===== src/rtl/fifo_rd_cntrl_if.sv =====
// Read-side FIFO controller bus: write-pointer input, memory read port,
// status outputs and the valid/ready output stream.
interface fifo_rd_cntrl_if #(
  parameter int WIDTH = 8,
  parameter int DEPTH = 3
);
  logic [DEPTH:0]   rq_wptr;
  logic [WIDTH-1:0] rdata;
  logic [DEPTH-1:0] raddr;
  logic [DEPTH:0]   rptr;
  logic             rempty;
  logic [DEPTH:0]   rcount;
  logic [WIDTH-1:0] out_data;
  logic             out_valid;
  logic             out_ready;

  // Controller view
  modport slave (
    input  rq_wptr, rdata, out_ready,
    output raddr, rptr, rempty, rcount, out_data, out_valid
  );

  // Environment view (write side, memory and sink)
  modport master (
    output rq_wptr, rdata, out_ready,
    input  raddr, rptr, rempty, rcount, out_data, out_valid
  );
endinterface


===== src/rtl/fifo_rd_cntrl.sv =====
// Read-side controller of an asynchronous FIFO.
// Keeps the binary/gray read pointer, the registered empty flag and word
// count, and a one-entry output register with valid/ready handshake.
// Optional macro FIFO_RD_SYNC_EN: pass the write gray pointer through a
// 2-flop synchronizer in the read clock domain before using it.
module fifo_rd_cntrl #(
  parameter int WIDTH = 8,
  parameter int DEPTH = 3
) (
  input  logic               rclk,
  input  logic               rrst,
  fifo_rd_cntrl_if.slave     bus
);

  localparam int PW = DEPTH + 1;

  // Gray to binary: each binary bit is the XOR of all gray bits above and at it
  function automatic logic [PW-1:0] g2b(input logic [PW-1:0] g);
    logic [PW-1:0] b;
    b[PW-1] = g[PW-1];
    for (int i = PW - 2; i >= 0; i--) begin
      b[i] = b[i+1] ^ g[i];
    end
    return b;
  endfunction

  function automatic logic [PW-1:0] b2g(input logic [PW-1:0] b);
    return (b >> 1) ^ b;
  endfunction

  logic [PW-1:0]    r_rbin;
  logic [PW-1:0]    r_rptr;
  logic             r_rempty;
  logic [PW-1:0]    r_rcount;
  logic [WIDTH-1:0] r_out_data;
  logic             r_out_valid;

  logic             w_pop;
  logic [PW-1:0]    w_rbin_next;
  logic [PW-1:0]    w_rgnext;
  logic [PW-1:0]    w_wsync;

`ifdef FIFO_RD_SYNC_EN
  logic [PW-1:0]    r_sync1;
  logic [PW-1:0]    r_sync2;

  // Two-stage synchronizer bringing the write gray pointer into rclk
  always_ff @(posedge rclk) begin
    if (rrst) begin
      r_sync1 <= {PW{1'b0}};
      r_sync2 <= {PW{1'b0}};
    end else begin
      r_sync1 <= bus.rq_wptr;
      r_sync2 <= r_sync1;
    end
  end

  assign w_wsync = r_sync2;
`else
  // Write side already delivers a pointer synchronized to rclk
  assign w_wsync = bus.rq_wptr;
`endif

  // Pop whenever a word is stored and the output register is free or draining
  always_comb begin
    w_pop = 1'b0;
    if (!rrst && !r_rempty && (!r_out_valid || bus.out_ready)) begin
      w_pop = 1'b1;
    end else begin
      w_pop = 1'b0;
    end
    w_rbin_next = r_rbin + {{DEPTH{1'b0}}, w_pop};
    w_rgnext    = b2g(w_rbin_next);
  end

  // Read pointer, empty flag and count, all computed from the post-pop pointer
  always_ff @(posedge rclk) begin
    if (rrst) begin
      r_rbin   <= {PW{1'b0}};
      r_rptr   <= {PW{1'b0}};
      r_rempty <= 1'b1;
      r_rcount <= {PW{1'b0}};
    end else begin
      r_rbin   <= w_rbin_next;
      r_rptr   <= w_rgnext;
      r_rempty <= (w_rgnext == w_wsync);
      r_rcount <= g2b(w_wsync) - w_rbin_next;
    end
  end

  // Output register: load on pop, clear valid when the sink takes the last word
  always_ff @(posedge rclk) begin
    if (rrst) begin
      r_out_data  <= {WIDTH{1'b0}};
      r_out_valid <= 1'b0;
    end else if (w_pop) begin
      r_out_data  <= bus.rdata;
      r_out_valid <= 1'b1;
    end else if (r_out_valid && bus.out_ready) begin
      r_out_data  <= r_out_data;
      r_out_valid <= 1'b0;
    end else begin
      r_out_data  <= r_out_data;
      r_out_valid <= r_out_valid;
    end
  end

  assign bus.raddr     = r_rbin[DEPTH-1:0];
  assign bus.rptr      = r_rptr;
  assign bus.rempty    = r_rempty;
  assign bus.rcount    = r_rcount;
  assign bus.out_data  = r_out_data;
  assign bus.out_valid = r_out_valid;

endmodule


===== src/flat_wrapper.sv =====
// flat-port wrapper written by rule: the top's interface ports become plain ports
module fifo_rd_cntrl_flat 
#(
  parameter int WIDTH = 8,
  parameter int DEPTH = 3
)
  (rclk, rrst, bus_rq_wptr, bus_rdata, bus_out_ready, bus_raddr, bus_rptr, bus_rempty, bus_rcount, bus_out_data, bus_out_valid);
  fifo_rd_cntrl_if #(.WIDTH(WIDTH), .DEPTH(DEPTH)) bus_i ();
  input  logic rclk;
  input  logic rrst;
  input wire logic [$bits(bus_i.rq_wptr)-1:0] bus_rq_wptr;
  input wire logic [$bits(bus_i.rdata)-1:0] bus_rdata;
  input wire logic [$bits(bus_i.out_ready)-1:0] bus_out_ready;
  output wire logic [$bits(bus_i.raddr)-1:0] bus_raddr;
  output wire logic [$bits(bus_i.rptr)-1:0] bus_rptr;
  output wire logic [$bits(bus_i.rempty)-1:0] bus_rempty;
  output wire logic [$bits(bus_i.rcount)-1:0] bus_rcount;
  output wire logic [$bits(bus_i.out_data)-1:0] bus_out_data;
  output wire logic [$bits(bus_i.out_valid)-1:0] bus_out_valid;
  assign bus_i.rq_wptr = bus_rq_wptr;
  assign bus_i.rdata = bus_rdata;
  assign bus_i.out_ready = bus_out_ready;
  assign bus_raddr = bus_i.raddr;
  assign bus_rptr = bus_i.rptr;
  assign bus_rempty = bus_i.rempty;
  assign bus_rcount = bus_i.rcount;
  assign bus_out_data = bus_i.out_data;
  assign bus_out_valid = bus_i.out_valid;
  fifo_rd_cntrl #(.WIDTH(WIDTH), .DEPTH(DEPTH)) u_core (.rclk(rclk), .rrst(rrst), .bus(bus_i));
endmodule

===== config.mk =====
export PLATFORM = sky130hd
export DESIGN_NAME = fifo_rd_cntrl_flat
export DESIGN_NICKNAME = d
export VERILOG_FILES = /design/src/rtl/fifo_rd_cntrl_if.sv /design/src/rtl/fifo_rd_cntrl.sv /design/src/flat_wrapper.sv
export SDC_FILE = /design/constraint.sdc
export NUM_CORES = 1
export LEC_CHECK = 0
export ABC_AREA = 1
export BUFFER_PORTS_ARGS = -buffer_cell sky130_fd_sc_hd__buf_2
export CAP_MARGIN = 20
export CORE_MARGIN = 2
export CORE_UTILIZATION = 45
export CTS_CLUSTER_SIZE = 10
export DETAILED_ROUTE_END_ITERATION = 6
export PLACE_DENSITY = 0.79
export SLEW_MARGIN = 20
export SYNTH_ARGS = -nofsm -noshare
export SYNTH_HDL_FRONTEND = slang
export SYNTH_SLANG_ARGS = --single-unit

===== constraint.sdc =====
create_clock -name rclk -period 5.47 [get_ports rclk]
set_input_delay 0.8205 -clock rclk [delete_from_list [all_inputs] [get_ports rclk]]
set_output_delay 0.8205 -clock rclk [all_outputs]
set_load 0.05 [all_outputs]

==> key figures, run 1 <==
Route
  – Total iterations of the first detailed-routing run: 4
  – Vias per cell: ~4.7
  – ANT nets after route: 0
  – Drt drc: 0
  – Routed len/inst: around 10 µm
  – Total Wirelength: 2.00 mm
  – DRT iter0 DRCs: 19
  – Vias: 945

Hold path
  – Hold depth: 2
  – Hold Crit Class: reg2reg

Global route
  – Initial antenna violation count: 0
  – GRT overflow: 0
  – Gr usage total: 17.4%
  – Vias in the first global route: approximately 860
  – Most crowded layer after global routing: met2
  – GR Util met3: 3.51%
  – First-pass GRT wire length: 3.46 mm
  – M1 GR Usage: a little over a fifth
  – Largest net degree at the start of global routing: 20
  – Global Route met2 Usage: 29.9%

Timing
  – Final Setup Violations: 0
  – Tmin final: slightly below 3000 ps
  – Final Hold Viols: 0
  – RSZ-0062 raised after global routing: false
  – Ratio of final minimum period to clock period: 53.6%
  – Relative slew margins: 38.3%
  – Final Max Slew Viols: 0
  – Measured slew at the worst slew-check pin: 921 ps
  – Setup TNS: 0 ps
  – Fmax: 341 MHz
  – Layout Skew: 2.67 ps

Clock tree
  – CTS tree: yes
  – CTS buffer count: 3
  – Hold_buf cts: 0
  – Clock Tree Root: clkbuf_4
  – Post-CTS Setup Inserts: 0
  – Clk slew on worst S/H paths: 120 ps
  – CTS sink count: 21
  – CTS resizes: 0
  – H-tree depth: 1
  – Clk buf depth: 2
  – Clock latency on the worst-skew pair: 290 ps

Floorplanning
  – Rows: 17
  – Die Ht: 51.3 µm
  – Core Box Area: 2170 µm²
  – Initial Util: 46.3%
  – Die area: 2630 µm²
  – Num ports: 36
  – Die X: 51.3 µm

Critical path
  – CP peak stage delay: ~760 ps
  – Crit Path Max Fanout: 19
  – Worst path slowest cell: nor3_2
  – Critical setup path kind: in2reg
  – Critical Path Start Type: input pin
  – Crit path DAT: 3120 ps
  – Crit. End Element: register
  – R2R Path End: u_core.bus.rcount[2]
  – Reg2Reg Setup Slack: 2890 ps
  – Worst Path Required: 5660 ps
  – Crit path capture: u_core.bus.rcount[2]
  – Reg2reg path depth: 13
  – R2R Path Start: u_core.bus.out_valid
  – Crit-path cells: buf_2 -> nor3_2 -> ha_1 -> ha_1 -> inv_1 -> nand3_1 -> nand2_1 -> inv_1 -> ha_1 -> inv_1 -> and3_2 -> nor3_1
  – Worst setup startpoint: rrst

Layout
  – Final net count: 193
  – Filler cells: 212
  – Multi-input gate area: between 500 and 600 µm²
  – Leading cell type in the layout, fill and taps excluded: nand2_1
  – Antenna Cells: 0
  – Synth-to-layout area growth: 22.5%
  – Design Area, Final: 1230 µm²
  – Most frequent cells in the layout: nand2_1 (40), buf_2 (35), dfxtp_1 (21)
  – Layout cells sized above 1: 28.5%
  – Register Area: 420 µm²

Synthesis
  – Cell area after synthesis: 1000 µm²
  – Number of distinct library cells after synthesis: 22
  – Register area share after synthesis: 41.8%
  – #FFs+latches synth: 21
  – Net Count, Synth: between 150 and 200
  – Top FF cell, synth: dfxtp_1
  – Post-synth top area cell: dfxtp_1
  – Async SR Flop Fraction: 0%
  – Top area cells in the synthesized netlist: dfxtp_1 (42%), nand2_1 (15%), ha_1 (6.2%)
  – Yosys warns: 0
  – Post-synth EDFFs: 0
  – Synth top area share: approximately two fifths
  – Synth Area per Inst: 7.44 µm²
  – Syn Inst Count: around 140

Outcome
  – Outcome: finished, final reports clean

Placement
  – Routability cong.: around 0.83
  – DP HPWL: approximately 1.6 mm
  – Port-buffer cells: 35
  – Dpl cell area: between 1000 and 1500 µm²

Pwr
  – Leak: 0.661 nW
  – Pwr dens: 287 nW/µm²
  – Peak supply drop: 0.000193 V

Run
  – Max cap viols: 0
critical path, delay by kind of cell:
kind,cells,cell delay (ps)
fa+ha+maj,3,770
buf+inv,4,380
simple gates,5,1150
cell families after synthesis:
family                   Yosys count  share of synthesized area [%]
AND/OR/NAND/NOR                   72                           31.5
flip-flops                        21                           41.8
buffers and inverters             19                           7.47
AO/OA/AOI/OAI                     11                           5.48
XOR/XNOR                           7                           7.47
adder cells (fa/ha/maj)            5                           6.23
cell type report:
| type | instances | area share [%] |
|---|---|---|
| Sequential cell | 21 | 34.1 |
| Clock inverter | 1 | 0.407 |
| Inverter | 17 | 5.18 |
| Multi-Input combinational cell | 95 | 41.4 |
| Tap cell | 28 | 2.85 |
| Clock buffer | 3 | 1.83 |
| Timing Repair Buffer | 35 | 14.2 |
cell usage after synthesis (3+ instances only):
| cell | count |
|---|---|
| nand2_1 | 40 |
| dfxtp_1 | 21 |
| inv_1 | 15 |
| nor2_1 | 13 |
| nand3_1 | 8 |
| o21ai_0 | 8 |
| ha_1 | 5 |
| a21oi_1 | 3 |
| nand2_2 | 3 |
| nor2_2 | 3 |
| xnor2_1 | 3 |
| xor2_1 | 3 |
metrics by stage:
stage / util [%] / cells / total power [W] / setup WS, ps / hold WS, ps
floorplan: - / 135 / 0.000260 / 2880 / 702
global placement: 55.5 / 196 / 0.000283 / 2370 / 470
detailed placement: 55.5 / 196 / 0.000284 / 2250 / 476
CTS: 56.7 / 200 / 0.000358 / 2570 / 496
global route: 56.7 / 200 / 0.000378 / 2330 / 515
finish: 56.7 / 200 / 0.000354 / 2540 / 493
power by group:
group / internal, W / leakage [nW] / switching, W
Combinational: 0.0000307 / 0.471 / 0.0000797
Clock: 0.0000272 / 0.0177 / 0.0000458
Sequential: 0.000166 / 0.173 / 0.00000492
worst min path at each step:
stage	slack, ps	from	endpoint
after floorplan	700	u_core.bus.out_data[0]	u_core.bus.out_data[0]
after global placement	470	u_core.bus.out_data[7]	u_core.bus.out_data[7]
after detailed placement	480	u_core.bus.out_data[7]	u_core.bus.out_data[7]
after CTS	500	u_core.bus.out_data[7]	u_core.bus.out_data[7]
after global routing	520	u_core.bus.out_data[2]	u_core.bus.out_data[2]
final	490	u_core.bus.out_data[7]	u_core.bus.out_data[7]
registers in the layout, indices dropped and copies added, names as in the netlist:
| register | count |
|---|---|
| u_core.bus.out_valid | 1 |
| u_core.bus.rempty | 1 |
| u_core.bus.rptr | 4 |
| u_core.r_rbin | 3 |
| u_core.bus.out_data | 8 |
| u_core.bus.rcount | 4 |
metal layers:
metal / routed length (µm) / vias to the layer above
met5: 0 / -
li1: - / 498
met4: 25 / 0
met2: 993 / 20
met3: 77 / 2
met1: 906 / 425
(Power assumes the default switching activity.)
==> inputs of run 2 (changes only) <==
==> constraint.sdc (replaced) <==
create_clock -name rclk -period 2.82 [get_ports rclk]
set_input_delay 0.423 -clock rclk [delete_from_list [all_inputs] [get_ports rclk]]
set_output_delay 0.423 -clock rclk [all_outputs]
set_load 0.05 [all_outputs]
==> run 2 against run 1 <==
  * Clock power increased by 100%
  * Critical path depth decreased by 1
  * Non-clock buffer count increased by 1
  * Via count increased by 4.2%
  * Final area increased by 0.61%
  * Worst hold slack got worse by 180 ps
  * Largest power group unchanged
  * Setup slack got worse by 1800 ps
  * Register-to-register slack got worse by 2100 ps
==> key figures, run 2 (synthesized netlist as in run 1, its figures left out) <==
Clock tree
  – Hold_buf cts: 0
  – Clock Tree Root: clkbuf_4
  – CTS tree: yes
  – Clk slew on worst S/H paths: 120 ps
  – CTS resizes: 0
  – Post-CTS Setup Inserts: 0
  – Clock latency on the worst-skew pair: 310 ps
  – Clk buf depth: 2
  – H-tree depth: 1
  – CTS buffer count: 3
  – CTS sink count: 21

Critical path
  – Reg2reg path depth: 11
  – Crit. End Element: register
  – Crit path DAT: 2310 ps
  – Critical setup path kind: reg2reg
  – Crit Path Max Fanout: 4
  – R2R Path Start: u_core.bus.out_valid
  – Worst Path Required: 3080 ps
  – Critical Path Start Type: register
  – Reg2Reg Setup Slack: 760 ps
  – R2R Path End: u_core.bus.rempty

Timing
  – Final Setup Violations: 0
  – Final Max Slew Viols: 0
  – Relative slew margins: about four fifths
  – Ratio of final minimum period to clock period: 73.0%
  – Fmax: just under 500 MHz
  – Setup TNS: 0 ps
  – Measured slew at the worst slew-check pin: 318 ps
  – Tmin final: approximately 2100 ps
  – Layout Skew: 2.80 ps
  – RSZ-0062 raised after global routing: false
  – Final Hold Viols: 0

Route
  – DRT iter0 DRCs: 19
  – ANT nets after route: 0
  – Drt drc: 0
  – Vias: slightly below 1000
  – Total Wirelength: approximately 2.3 mm
  – Routed len/inst: ~11 µm
  – Total iterations of the first detailed-routing run: 4
  – Vias per cell: 4.90

Pwr
  – Power Internal: 0.000435 W
  – Logic pwr share: 31.6%
  – Seq pwr share: 47.4%
  – Pwr dens: 565 nW/µm²
  – Clock share of power: between 20% and 30%
  – Leak: 0.666 nW
  – Peak supply drop: 0.000308 V
  – Switching Fraction: 37.8%
  – Sw power: 0.000264 W

Placement
  – DP HPWL: about 1.7 mm
  – Routability cong.: 0.841
  – Port-buffer cells: 35
  – Placed insts: 197

Layout
  – Final net count: 194
  – Synth-to-layout area growth: 23.3%
  – Antenna Cells: 0
  – Most frequent cells in the layout: nand2_1 (40), buf_2 (35), dfxtp_1 (21)
  – Leading cell type in the layout, fill and taps excluded: nand2_1
  – Post-layout instance count excluding filler cells: 201
  – Layout cells sized above 1: 28.9%
  – Max reg flops: 8

Outcome
  – Outcome: finished, final reports clean

Floorplanning
  – Die X: 51.3 µm
  – Die area: 2630 µm²
  – Initial Util: 46.3%
  – Rows: 17
  – Core Box Area: 2170 µm²
  – Die Ht: 51.3 µm
  – Num ports: 36

Global route
  – Initial antenna violation count: 0
  – Vias in the first global route: 811
  – GRT overflow: 0
  – Largest net degree at the start of global routing: 18
  – Gr usage total: 17.7%
  – First-pass GRT wire length: 3.41 mm

Hold path
  – Hold EP: u_core.bus.out_data[2]
  – Hold depth: 3
  – Hold Crit Class: in2reg
  – Worst Min Path Start: bus_rdata[2]

Run
  – Max cap viols: 0
==> run 2: final cells by class <==
type,count,area (µm²)
fill,213,931
multi-input combinational,95,509
sequential,21,420
timing repair buffer,36,183
inverter,17,63.8
tap,28,35.0
clock buffer,3,22.5
clock inverter,1,5.00
==> run 2: worst max-delay path by stage <==
stage / from / endpoint / slack, ps / cells past startpoint
finish: u_core.bus.out_valid / u_core.bus.rempty / 760 / 11
global route: u_core.bus.out_valid / u_core.bus.rcount[2] / 580 / 13
CTS: u_core.bus.out_valid / u_core.bus.rcount[2] / 760 / 13
detailed placement: rrst / u_core.bus.rcount[2] / 570 / 12
global placement: bus_out_ready / u_core.bus.rcount[2] / 690 / 13
floorplan: u_core.bus.out_valid / u_core.bus.rcount[2] / 400 / 14
==> run 2: per-stage QoR <==
step	instance area [µm²]	setup slack, ps	hold WS (ps)	power (W)	util, %
2_1_floorplan	1000	400	500	0.000504	-
3_3_place_gp	1210	689	467	0.000550	55.8
3_5_place_dp	1210	569	475	0.000558	55.8
4_1_cts	1240	762	304	0.000702	57.1
5_1_grt	1240	581	308	0.000733	57.1
6_report	1240	761	309	0.000699	57.1
==> run 2: power groups by stage <==
stage | Sequential (W) | Combinational (W) | Clock, W
2_1_floorplan | 0.000425 | 0.0000784 | 0
3_3_place_gp | 0.000337 | 0.000212 | 0
3_5_place_dp | 0.000338 | 0.000219 | 0
4_1_cts | 0.000332 | 0.000221 | 0.000149
5_1_grt | 0.000335 | 0.000238 | 0.000160
6_report | 0.000332 | 0.000221 | 0.000147
==> run 2: worst max-delay path, cell delays in order, from the launching register on <==
cell and delay (ps):
dfxtp_1 340, inv_1 40, nor2_1 170, nor3_2 90, ha_1 200, ha_1 330, xnor2_1 320, xor2_1 200
nand3_1 100, nor2_1 90, nand2_1 70, nand2_1 50
==> run 2: metal layers <==
layer	track usage [%]	part of all wire [%]
met5	0	0
met4	12.3	2.0
met3	2.34	5.6
met2	31.4	52
met1	19.4	40
==> inputs of run 3 (changes only) <==
--- a/config.mk
+++ b/config.mk
@@ -5,7 +5,7 @@
 export SDC_FILE = /design/constraint.sdc
 export NUM_CORES = 1
 export LEC_CHECK = 0
-export ABC_AREA = 1
+export ABC_AREA = 0
 export BUFFER_PORTS_ARGS = -buffer_cell sky130_fd_sc_hd__buf_2
 export CAP_MARGIN = 20
 export CORE_MARGIN = 2
==> constraint.sdc (replaced) <==
create_clock -name rclk -period 2 [get_ports rclk]
set_input_delay 0.3 -clock rclk [delete_from_list [all_inputs] [get_ports rclk]]
set_output_delay 0.3 -clock rclk [all_outputs]
set_load 0.05 [all_outputs]
==> run 3 against run 2 <==
  * The flow now finishes with violations (setup timing)
  * Cell count shrank 8.0%
  * Wire length shrank 1.4%
  * Combinational power grew 60%
  * Critical path depth shrank 3
  * Core utilization grew 7.6 points
  * Critical endpoint is now u_core.bus.rcount[3]
==> key figures, run 3 <==
Layout
  – Most frequent cells in the layout: buf_2 (35), dfxtp_1 (19), buf_4 (11)
  – Final net count: 178
  – Synth-to-layout area growth: 35.6%
  – Post-layout instance count excluding filler cells: between 150 and 200
  – Layout cells sized above 1: around 41%
  – Max reg flops: 8
  – Filler cells: 180
  – Leading cell type in the layout, fill and taps excluded: buf_2
  – Antenna Cells: 0

Global route
  – Initial antenna violation count: 0
  – Largest net degree at the start of global routing: 23
  – Gr usage total: 17.1%
  – GRT overflow: 0
  – First-pass GRT wire length: 3.46 mm
  – Vias in the first global route: 827

Route
  – ANT nets after route: 0
  – Routed len/inst: 12.0 µm
  – DRT iter0 DRCs: 6
  – Drt drc: 0
  – Total iterations of the first detailed-routing run: 4
  – Vias per cell: between 4 and 5
  – Total Wirelength: between 2 and 2.5 mm
  – Vias: 895

Timing
  – Setup TNS: -20.3 ps
  – Final Hold Viols: 0
  – Final Setup Violations: 1
  – Tmin final: 2020 ps
  – RSZ-0062 raised after global routing: true
  – Final Max Slew Viols: 0
  – Relative slew margins: between 60 and 70%
  – Fmax: a little under 500 MHz
  – Measured slew at the worst slew-check pin: 455 ps
  – Layout Skew: 6.46 ps
  – Ratio of final minimum period to clock period: 101%
  – Final worst setup slack: -20.3 ps

Critical path
  – Crit path DAT: 2220 ps
  – Crit. End Element: register
  – Reg2reg path depth: 8
  – R2R Path Start: u_core.bus.out_valid
  – Worst Path Required: 2200 ps
  – Critical setup path kind: reg2reg
  – R2R Path End: u_core.bus.rcount[3]
  – Reg2Reg Setup Slack: -20 ps
  – Crit Path Max Fanout: 7
  – Critical Path Start Type: register

Synthesis
  – Yosys warns: 0
  – Top area cells in the synthesized netlist: dfxtp_1 (40%), xnor2_1 (9.1%), ha_1 (5.9%)
  – Synth top area share: 39.9%
  – Register area share after synthesis: 39.9%
  – #FFs+latches synth: 21
  – Syn Inst Count: 112
  – Most frequent cell after synthesis: dfxtp_1
  – Top FF cell, synth: dfxtp_1
  – Synth Area per Inst: 9.42 µm²
  – Post-synth EDFFs: 0
  – Cell area after synthesis: 1050 µm²
  – Post-synth top area cell: dfxtp_1
  – Net Count, Synth: approximately 130
  – Async SR Flop Fraction: 0%
  – Number of distinct library cells after synthesis: 28
  – Commonest cells in the synthesized netlist: dfxtp_1 (21), xnor2_1 (11), nand2_1 (10), nor2_1 (10), o21ai_0 (10)

Hold path
  – Hold Crit Class: in2reg
  – Worst Min Path Start: bus_rdata[5]
  – Hold EP: u_core.bus.out_data[5]
  – Hold depth: 3

Floorplanning
  – Core Box Area: 2210 µm²
  – Die X: 52.4 µm
  – Die area: 2750 µm²
  – Initial Util: 47.7%
  – Num ports: 36
  – Die Ht: 52.4 µm
  – Rows: 17

Placement
  – Placed insts: 177
  – DP Worst Slack: -56.0 ps
  – Routability cong.: 0.806
  – DP HPWL: 1.68 mm
  – Port-buffer cells: 35

Clock tree
  – Hold_buf cts: 0
  – CTS tree: yes
  – Clock latency on the worst-skew pair: 300 ps
  – Clk buf depth: 2
  – Clk slew on worst S/H paths: 120 ps
  – H-tree depth: 1
  – CTS sink count: 21
  – CTS buffer count: 3
  – Clock Tree Root: clkbuf_4

Pwr
  – Leak: 0.669 nW
  – Pwr dens: 718 nW/µm²
  – Tot Pwr: 0.00103 W
  – Seq pwr share: 46.0%
  – Clock share of power: 19.6%
  – Sw power: about 0.00037 W
  – Switching Fraction: 36.0%
  – Power Internal: 0.000657 W
  – Logic pwr share: roughly a third
  – Peak supply drop: 0.000498 V

Outcome
  – Outcome: finished, violations left
  – Failing checks: setup timing

Run
  – Max cap viols: 0
-- run 3: worst max path at each step --
stage / to / cells past startpoint / start / slack (ps)
2_1_floorplan: u_core.bus.rcount[3] / 10 / u_core.bus.out_valid / -280
3_3_place_gp: u_core.bus.rcount[3] / 9 / bus_out_ready / 10
3_5_place_dp: u_core.bus.rcount[3] / 9 / bus_out_ready / -60
4_1_cts: u_core.bus.rcount[3] / 8 / u_core.bus.out_valid / 0.8
5_1_grt: u_core.bus.rcount[3] / 8 / u_core.bus.out_valid / -110
6_report: u_core.bus.rcount[3] / 8 / u_core.bus.out_valid / -20
-- run 3: kinds of logic (layout without fill, tap and decap cells) --
logic type / Yosys count / after routing / synth area share, %
compound gates: 16 / 16 / 8.54
xor+xnor: 17 / 17 / 18.9
fa+ha+maj: 5 / 5 / 5.93
buf+inv: 7 / 52 / 2.96
flops: 21 / 21 / 39.9
mux: 3 / 3 / 3.44
simple gates: 43 / 43 / 20.4
-- run 3: per-layer routing --
metal	global-route usage (%)	vias up	wire, µm
li1	-	456	-
met1	21.0	415	993
met2	29.2	22	1120
met3	3.43	2	96
met4	6.41	0	16
met5	0	-	0
-- run 3: timing repair --
| action | CTS | global route |
|---|---|---|
| setup buffers | 1 | 3 |
| endpoints found under the setup margin | 2 | 3 |
| resized for setup | 0 | 2 |
| pin swaps | 2 | 2 |
-- run 3: through the flow --
| step | util, % | instance area (µm²) | hold WS, ps |
|---|---|---|---|
| final | 64.6 | 1430 | 192 |
| after global routing | 64.6 | 1430 | 177 |
| after CTS | 63.1 | 1400 | 182 |
| after detailed placement | 61.5 | 1360 | 461 |
| after global placement | 61.5 | 1360 | 456 |
| after floorplan | - | 1130 | 409 |
-- run 3: cell type report --
class	instances	area [µm²]	area share [%]
Multi-Input combinational cell	84	669	46.8
Tap cell	28	35.0	2.45
Clock inverter	1	5.00	0.350
Clock buffer	3	22.5	1.57
Sequential cell	21	425	29.7
Inverter	1	3.75	0.262
Timing Repair Buffer	47	269	18.8
-- run 3: critical path, stage by stage, from the launching register on --
cell and delay [ps]:
dfxtp_4 360, nor2b_4 130, nor3_4 180, ha_4 170, ha_4 160, xor2_4 260, mux2i_1 130, a32oi_1 200
mux2_2 350
-- run 3: power by group through the flow --
| stage | logic, W | registers, W | clock network (W) |
|---|---|---|---|
| after floorplan | 0.000131 | 0.000611 | 0 |
| final | 0.000354 | 0.000472 | 0.000201 |
| after global placement | 0.000340 | 0.000480 | 0 |
| after detailed placement | 0.000350 | 0.000482 | 0 |
| after CTS | 0.000351 | 0.000473 | 0.000210 |
| after global routing | 0.000376 | 0.000477 | 0.000227 |
